**src/rtl/onehot_serial_encoder.sv**
```systemverilog
// Serialises an N-bit request vector into a stream of binary indices, one per
// accepted output beat, lowest-first or highest-first depending on MSB_FIRST.
module onehot_serial_encoder #(
    parameter int N         = 8,
    parameter int W         = $clog2(N),
    parameter bit MSB_FIRST = 1'b0
) (
    input  logic         clk,
    input  logic         rst,
    input  logic [N-1:0] in,
    input  logic         in_valid,
    output logic         in_ready,
    output logic [W-1:0] out,
    output logic         out_valid,
    input  logic         out_ready,
    output logic         out_last,
    output logic         out_zero,
    output logic [W:0]   out_count
);

    typedef enum logic {IDLE, EMIT} state_t;

    state_t       state_q, state_d;
    logic [N-1:0] pend_q, pend_d;
    logic         zero_q, zero_d;
    logic [W:0]   count_q, count_d;

    logic [W-1:0] first_idx;
    logic         single_bit;
    logic [W:0]   in_popcount;
    logic         emitting;

    // Later loop iterations override earlier ones, so the scan direction
    // decides which set bit wins.
    always_comb begin
        first_idx = '0;
        if (MSB_FIRST) begin
            for (int i = 0; i < N; i++) begin
                if (pend_q[i]) first_idx = W'(i);
            end
        end else begin
            for (int i = N - 1; i >= 0; i--) begin
                if (pend_q[i]) first_idx = W'(i);
            end
        end
    end

    always_comb begin
        in_popcount = '0;
        for (int i = 0; i < N; i++) begin
            in_popcount = in_popcount + (W+1)'(in[i]);
        end
    end

    assign single_bit = (pend_q != '0) && ((pend_q & (pend_q - N'(1))) == '0);
    assign emitting   = (state_q == EMIT);

    assign in_ready  = (state_q == IDLE);
    assign out_valid = emitting;
    assign out       = (emitting && !zero_q) ? first_idx : '0;
    assign out_last  = emitting && (single_bit || zero_q);
    assign out_zero  = emitting && zero_q;
    assign out_count = count_q;

    always_comb begin
        state_d = state_q;
        pend_d  = pend_q;
        zero_d  = zero_q;
        count_d = count_q;
        case (state_q)
            IDLE: begin
                if (in_valid) begin
                    pend_d  = in;
                    count_d = in_popcount;
                    zero_d  = (in == '0);
                    state_d = EMIT;
                end
            end
            EMIT: begin
                if (out_ready) begin
                    pend_d = pend_q & ~(N'(1) << first_idx);
                    if (out_last) begin
                        state_d = IDLE;
                        zero_d  = 1'b0;
                    end
                end
            end
            default: state_d = IDLE;
        endcase
    end

    always_ff @(posedge clk or posedge rst) begin
        if (rst) begin
            state_q <= IDLE;
            pend_q  <= '0;
            zero_q  <= 1'b0;
            count_q <= '0;
        end else begin
            state_q <= state_d;
            pend_q  <= pend_d;
            zero_q  <= zero_d;
            count_q <= count_d;
        end
    end

endmodule

```
**config.mk**
```make
export PLATFORM = sky130hd
export DESIGN_NAME = onehot_serial_encoder
export DESIGN_NICKNAME = d
export VERILOG_FILES = /design/src/rtl/onehot_serial_encoder.sv
export SDC_FILE = /design/constraint.sdc
export NUM_CORES = 1
export LEC_CHECK = 0
export CAP_MARGIN = 20
export CORE_MARGIN = 10
export CORE_UTILIZATION = 47
export CTS_BUF_LIST = sky130_fd_sc_hd__clkbuf_4
export CTS_CLUSTER_SIZE = 28
export DETAILED_ROUTE_END_ITERATION = 10
export GPL_TIMING_DRIVEN = 0
export PLACE_DENSITY_LB_ADDON = 0.2
export SETUP_SLACK_MARGIN = 0.5
export SLEW_MARGIN = 5
export SYNTH_ARGS = -nofsm -noshare
export SYNTH_HDL_FRONTEND = slang
export SYNTH_SLANG_ARGS = --single-unit
```
**constraint.sdc**
```tcl
create_clock -name clk -period 1.8 [get_ports clk]
set_input_delay 0.45 -clock clk [delete_from_list [all_inputs] [get_ports clk]]
set_output_delay 0.45 -clock clk [all_outputs]
set_load 0.02 [all_outputs]
```
* Word level (Yosys, flattened, before mapping)
Index checks and enable logic that the tools add are counted.
Operators by class: add/sub/neg operators 8, eq/ne operators 3, shift-type cells 1, multiplexer cells 20, bitwise gates (word level) 4, reductions and logical operators 12
Operators by type and width (count):
- $mux W3 | 9
- $add A4 B1 Y4 | 4
- $and A8 B8 Y8 | 2
- $logic_not A8 Y1 | 2
- $mux W8 | 2
- $pmux W8 S2 | 1
- $not A8 Y8 | 1
- $reduce_bool A8 Y1 | 1
- $shl A1 B3 Y8 const A | 1
- $sub A8 B1 Y8 const B | 1
- $mux W1 | 6
- $ne A2 B2 Y1 const B | 3
- $add A3 B1 Y4 | 1
- $logic_and A1 B1 Y1 | 4
- $pmux W1 S2 | 2
- $reduce_and A2 Y1 | 2
- $add A2 B1 Y3 | 1
- $reduce_and A3 Y1 | 1
- $add A1 B1 Y2 | 1
- $logic_not A1 Y1 | 1
- $logic_or A1 B1 Y1 | 1
- $not A1 Y1 | 1
Storage, ports and cells: bits in registers 14, input port bits 12, output and inout bits 11, word-level logic and storage cells 52

* Logic depth before layout (Yosys ltp)
Gate-level depths: netlist of the first run.
depth after elaboration 13, mapped depth 10

* Worst setup path before layout of the first run
No wires, ideal clock.
path type in2reg, from input in[0], to register count_q[2] (netlist: out_count[2]), setup time 83 ps, arrival 2781 ps, required time 1717 ps, slack -1064 ps, cell stages on the path 10, buffers on the path 0, path through fa_1 > inv_1 > fa_1 > fa_1 > inv_1 > ha_1 > inv_1 > fa_1 > xor2_1 > o21ai_0
Between the ends: longest elaborated chain between the ends 7
RTL lines:
- start, declared | line 10 | input logic [N-1:0] in,
- $add A1 B1 Y2 | line 51 | in_popcount = in_popcount + (W+1)'(in[i]);
- $add A2 B1 Y3 | line 51
- $add A3 B1 Y4 | line 51
- $add A4 B1 Y4 (4 in series) | line 51
- end signal, assigned | line 102 | count_q <= count_d;
- end, declared | line 26 | logic [W:0] count_q, count_d;
Every way passes these cells. A chain may end at the register's enable or synchronous reset.

* Worst setup path after layout of the first run
Same ends and word-level chain as after synthesis.

==> reports/summary.txt, run 1 <==
crit start category: input port
P per Cell Area: 1719 nW/um2
GP Congestion: 0.9219
drt drc: 0
Crit path required time: 1.99 ns
Vias: 1125
area growth from synthesis to layout: 67.03%
Max FO, Critical Path: 2
top_reg_cell synth: dfrtp_1
Clk pin slew, worst setup/hold paths: 0.09 ns
synthesized area: 1028 um2
die area: 4460 um2
Die Ht: 66.78 um
CP Data Arrival Time: 2.89 ns
Worst-Margin Slew: 0.5550 ns
Yosys reg bits: 14
R2R setup slack: 0.02 ns
Ant. Diodes: 0
total clock sinks: 14
worst setup margin: -0.9016 ns
global-route wire length before repair: 5.375 mm
Unique masters post-synth: 35
Overflow after GRT: 0
Port Buffers: 22
Die Width: 66.78 um
Syn Inst Count: 122
number of buffers created by CTS: 3
worst IR drop on VDD: 0.001313 V
Setup Crit Path Kind: input port to flip-flop
Net Count, Synth: 142
Area contributors post-synth: dfrtp_1 34%, fa_1 7.8%, inv_1 5.8%, o21ai_0 5.4%, nand2_1 5.1%
Synth area leader: dfrtp_1
top cell type's share of synthesized area: 34.06%
post-route core utilization: 84.96%
clk_skew: 0.007479 ns
R2R depth: 4
final hold vios: 0
Initial Util: 50.87%
DR pass1 iterations: 4
I/O pin count: 23
Avg Cell Area, Syn: 8.430 um2
Initial DRC Count: 106
final setup vio count: 8
DR vias/cell: 5.952
total track usage: 15.41%
Post-Layout Cell Count: 189
RSZ-0062 raised after global routing: yes
initial antenna violation count: 0
routed len/inst: 18.63 um
CTS Hold Bufs: 0
Post-Place Cells: 171
share of cells above drive strength 1: 44.44%
ys async rst share: 100.0%
Worst slew margin: 62.96%
nets: 183
Antenna Violating Nets Remaining: 0
outcome: finished, violations left
max-cap violations: 0
core area: 2022 um2
Clock Latency Late Sink: 0.30 ns
EDFF count, synth: 0
r2r endpoint: out_valid
Final period util: 150.1%
Pleak: 0.7620 nW
CTS tree: yes
Routed WL: 3.521 mm
Final min period: 2.702 ns
worst r2r src: pend_q[1]
pin count of the biggest net entering global routing: 15
failing checks: setup timing
Site Rows: 16
number of global-route vias before repair: 1130
Hold WC Path Type: input port to async pin
clock root cell: clkbuf_4
HPWL Detailed: 2.250 mm
register area share after synthesis: 34.06%
pre-CTS setup slack: -1.665 ns
Slew Viols, Final: 0
fmax: 370.2 MHz
clk buf depth: 2
nature of the critical path endpoint: flip-flop
total number of yosys warnings: 0
htree depth: 1
worst max-delay path, cell delays in order:
cell	delay, ns
buf_8	0.10
fa_1	0.53
inv_1	0.05
fa_1	0.49
fa_1	0.43
inv_2	0.08
ha_4	0.12
inv_2	0.03
fa_2	0.33
xor2_1	0.16
o21ai_1	0.09
layout by cell type, fill, tap and decap left out, types with 3 or more instances in the layout:
cell             count
dfrtp_1              7
buf_6               14
dfrtp_2              7
o21ai_0              6
nand2_1             12
nor2_1               6
a21oi_1              4
buf_8                4
clkbuf_4             3
ha_1                 3
fa_1                 3
buf_4               10
o21ai_1              5
clkdlybuf4s50_1      7
inv_1               13
sequential cells by signal, indices dropped and copies added (netlist names):
name,cells
out_count,4
out_valid,1
zero_q,1
pend_q,8
synthesized netlist by cell type (all sizes together), types with 2 or more instances:
cell type   n
ha          4
o22ai       2
a21oi       6
clkbuf      4
nand2b      4
dfrtp      14
and2        2
nand2      14
nor4        3
nor3        2
nor2       10
or2         2
fa          4
mux2i       2
o21ai      11
inv        16
nor4b       2
a31oi       3
kinds of logic (layout without fill, tap and decap cells):
kind of cell,Yosys count,in the layout,share of synthesized area (%)
flops,14,14,34.06
simple gates,44,44,21.78
xor+xnor,1,1,0.8517
compound gates,32,32,20.44
buf+inv,20,60,7.299
mux,2,2,1.947
fa+ha+maj,9,9,13.63
power by group:
| part | leakage [nW] | total (mW) | internal (mW) | switching (mW) |
|---|---|---|---|---|
| combinational | 0.576 | 2.14 | 1.06 | 1.08 |
| clock | 0.0154 | 0.197 | 0.0811 | 0.116 |
| sequential | 0.171 | 0.617 | 0.440 | 0.177 |
routing by layer:
layer | routed length [um] | track usage [%] | vias to the layer above
li1 | - | - | 513
met1 | 1310 | 17.18 | 537
met2 | 1825 | 26.66 | 57
met3 | 252 | 3.679 | 18
met4 | 132 | 7.330 | 0
met5 | 0 | 0 | -
how the worst max path moves through the flow:
stage                from      endpoint  slack (ns)  cells after the start
floorplan           in[0]  out_count[1]       -1.02                      9
global placement    in[0]  out_count[2]       -1.62                     11
global route        in[0]  out_count[2]       -0.98                     11
CTS                 in[1]  out_count[2]        -1.0                     11
finish              in[0]  out_count[2]       -0.90                     11
detailed placement  in[0]  out_count[2]       -1.67                     11
metrics by stage:
step	area (um2)	TNS, ns	hold slack, ns	power, mW
after detailed placement	1418	-8.408	0.4566	2.220
after floorplan	1164	-3.534	0.3390	1.708
after CTS	1573	-5.187	0.4772	2.612
after global routing	1718	-5.044	0.5357	3.120
final	1718	-4.519	0.4878	2.954
after global placement	1418	-8.176	0.4578	2.191
what timing repair did:
action	CTS	global route
hold endpoints to repair	0	0
pin swaps	13	10
resized for setup	89	34
setup buffers	9	5
endpoints found under the setup margin	24	23
final cells by class:
type / instances / area [um2]
clock buffers: 3 / 22.52
multi-input cells: 88 / 798.3
repair buffers: 36 / 362.8
fillers: 113 / 304.0
well taps: 27 / 33.78
flip-flops and latches: 14 / 359.1
inverters: 16 / 72.57
clock inverters: 1 / 3.754
plain buffers: 4 / 65.06
Power figures use the tool's default switching activity.
==> run 2, diff against run 1 <==
--- a/config.mk
+++ b/config.mk
@@ -14,6 +14,8 @@
 export GPL_TIMING_DRIVEN = 0
 export PLACE_DENSITY_LB_ADDON = 0.2
 export SETUP_SLACK_MARGIN = 0.5
+export SKIP_CTS_REPAIR_TIMING = 1
+export SKIP_LAST_GASP = 1
 export SLEW_MARGIN = 5
 export SYNTH_ARGS = -nofsm -noshare
 export SYNTH_HDL_FRONTEND = slang
==> reports/summary.txt, run 2 (synthesized netlist as in run 1, its figures left out) <==
Crit path required time: 1.97 ns
total clock sinks: 14
R2R depth: 4
Site Rows: 16
max-cap violations: 0
sequential share of power: 23.8%
P per Cell Area: 1688 nW/um2
Clk pwr share: 7.1%
Ant. Diodes: 0
initial antenna violation count: 0
clk buf depth: 2
Final period util: 149.6%
I/O pin count: 23
Power, Total: 2.655 mW
Max FO, Critical Path: 2
Net Sw Frac: 46.69%
Pleak: 0.7188 nW
flip-flop and latch area: 355.3 um2
Biggest register: pend_q
Crit path top cell by count: fa_1
core area: 2022 um2
nature of the critical path endpoint: flip-flop
Psw: 1.239 mW
final hold vios: 0
Slew Viols, Final: 0
failing checks: setup timing
DR pass1 iterations: 4
outcome: finished, violations left
CP Data Arrival Time: 2.86 ns
area occupied by multi-input gates: 750.7 um2
number of buffers created by CTS: 3
worst setup margin: -0.8924 ns
Final min period: 2.692 ns
Setup Crit Path Kind: input port to flip-flop
Antenna Violating Nets Remaining: 0
CTS tree: yes
max FFs per register: 8
clk_skew: 0.007708 ns
area growth from synthesis to layout: 52.92%
Worst-Margin Slew: 0.5665 ns
Clk pin slew, worst setup/hold paths: 0.08 ns
pre-CTS setup slack: -1.665 ns
fmax: 371.4 MHz
worst r2r src: pend_q[1]
Die Ht: 66.78 um
finished layout cell area: 1573 um2
WHS Path Cells: 3
drt drc: 0
Clock Latency Late Sink: 0.29 ns
filler cell count: 144
final setup vio count: 8
total track usage: 13.50%
pin count of the biggest net entering global routing: 15
Hold WC Path Type: input port to flip-flop
GP Congestion: 0.9219
HPWL Detailed: 2.250 mm
global-route wire length before repair: 4.712 mm
worst IR drop on VDD: 0.001163 V
Initial Util: 50.87%
routed len/inst: 16.98 um
Cell Int Power: 1.415 mW
Die Width: 66.78 um
CP startpoint: in[0]
RSZ-0062 raised after global routing: yes
Vias: 1065
Routed WL: 3.192 mm
most common library cell in the layout ignoring fill and taps: inv_1
nets: 182
worst path cell trace: buf_8 -> fa_1 -> inv_1 -> fa_1 -> fa_1 -> inv_2 -> ha_4 -> inv_2 -> fa_2 -> xor2_1 -> o21ai_1
R2R setup slack: 0.04 ns
r2r endpoint: out_valid
Placed Area: 1418 um2
DR vias/cell: 5.665
Max stage delay cell, worst path: fa_1
number of global-route vias before repair: 1015
crit start category: input port
Initial DRC Count: 64
hold wc startpoint: in[3]
part of the power in combinational logic: 69.1%
Port Buffers: 22
share of cells above drive strength 1: 37.89%
clock root cell: clkbuf_4
Overflow after GRT: 0
slowest stage delay, CP: 0.52 ns
Worst slew margin: 62.19%
most frequent cells in the layout: 14 x inv_1, 13 x nand2_1, 12 x buf_4, 10 x dfrtp_1
htree depth: 1
Worst Hold End: pend_q[3]
die area: 4460 um2
[run 2: cell count changes in the layout (fill, tap and decap cells not counted), moves of 3 or more]
cell      change
clkbuf_2      +4
buf_8         -3
dfrtp_1       +3
buf_6         -6
dfrtp_2       -3
[run 2: worst max path at each step]
| stage | to | depth (start not counted) | slack, ns |
|---|---|---|---|
| after floorplan | out_count[1] | 9 | -1.02 |
| after global placement | out_count[2] | 11 | -1.62 |
| after detailed placement | out_count[2] | 11 | -1.67 |
| after CTS | out_count[2] | 11 | -1.37 |
| after global routing | out_count[2] | 11 | -0.96 |
| final | out_count[2] | 11 | -0.89 |
[run 2: routing by layer]
| metal | GRT usage, % | vias to the layer above | routed length, um |
|---|---|---|---|
| met1 | 15.06 | 517 | 1303 |
| met2 | 23.46 | 35 | 1671 |
| met5 | 0 | - | 0 |
| li1 | - | 505 | - |
| met4 | 4.712 | 0 | 55 |
| met3 | 4.181 | 8 | 162 |
[run 2: metrics by stage]
stage | setup TNS, ns | util (%) | instances | hold slack [ns]
floorplan | -3.534 | - | 122 | 0.3390
global placement | -8.176 | 70.11 | 171 | 0.4578
detailed placement | -8.408 | 70.11 | 171 | 0.4566
CTS | -8.569 | 71.41 | 175 | 0.4735
global route | -5.432 | 77.78 | 188 | 0.4789
finish | -4.906 | 77.78 | 188 | 0.4886
[run 2: critical path: cells and delay by family]
family	cells	cell delay, ns
AO/OA/AOI/OAI	1	0.08
adder cells (fa/ha/maj)	5	1.90
buffers and inverters	4	0.27
XOR/XNOR	1	0.18
[run 2: area by class of cell]
class,count,area share (%)
Buffer,4,2.546
Sequential cell,14,22.59
Multi-Input combinational cell,88,47.73
Tap cell,27,2.148
Clock buffer,3,1.432
Inverter,16,3.819
Clock inverter,1,0.2387
Timing Repair Buffer,35,19.49
[run 2: power groups by stage]
stage | clock [mW] | sequential [mW] | combinational [mW]
CTS | 0.186 | 0.623 | 1.60
finish | 0.188 | 0.632 | 1.83
global route | 0.204 | 0.648 | 2.00
floorplan | 0 | 0.643 | 1.07
global placement | 0 | 0.622 | 1.57
detailed placement | 0 | 0.628 | 1.59
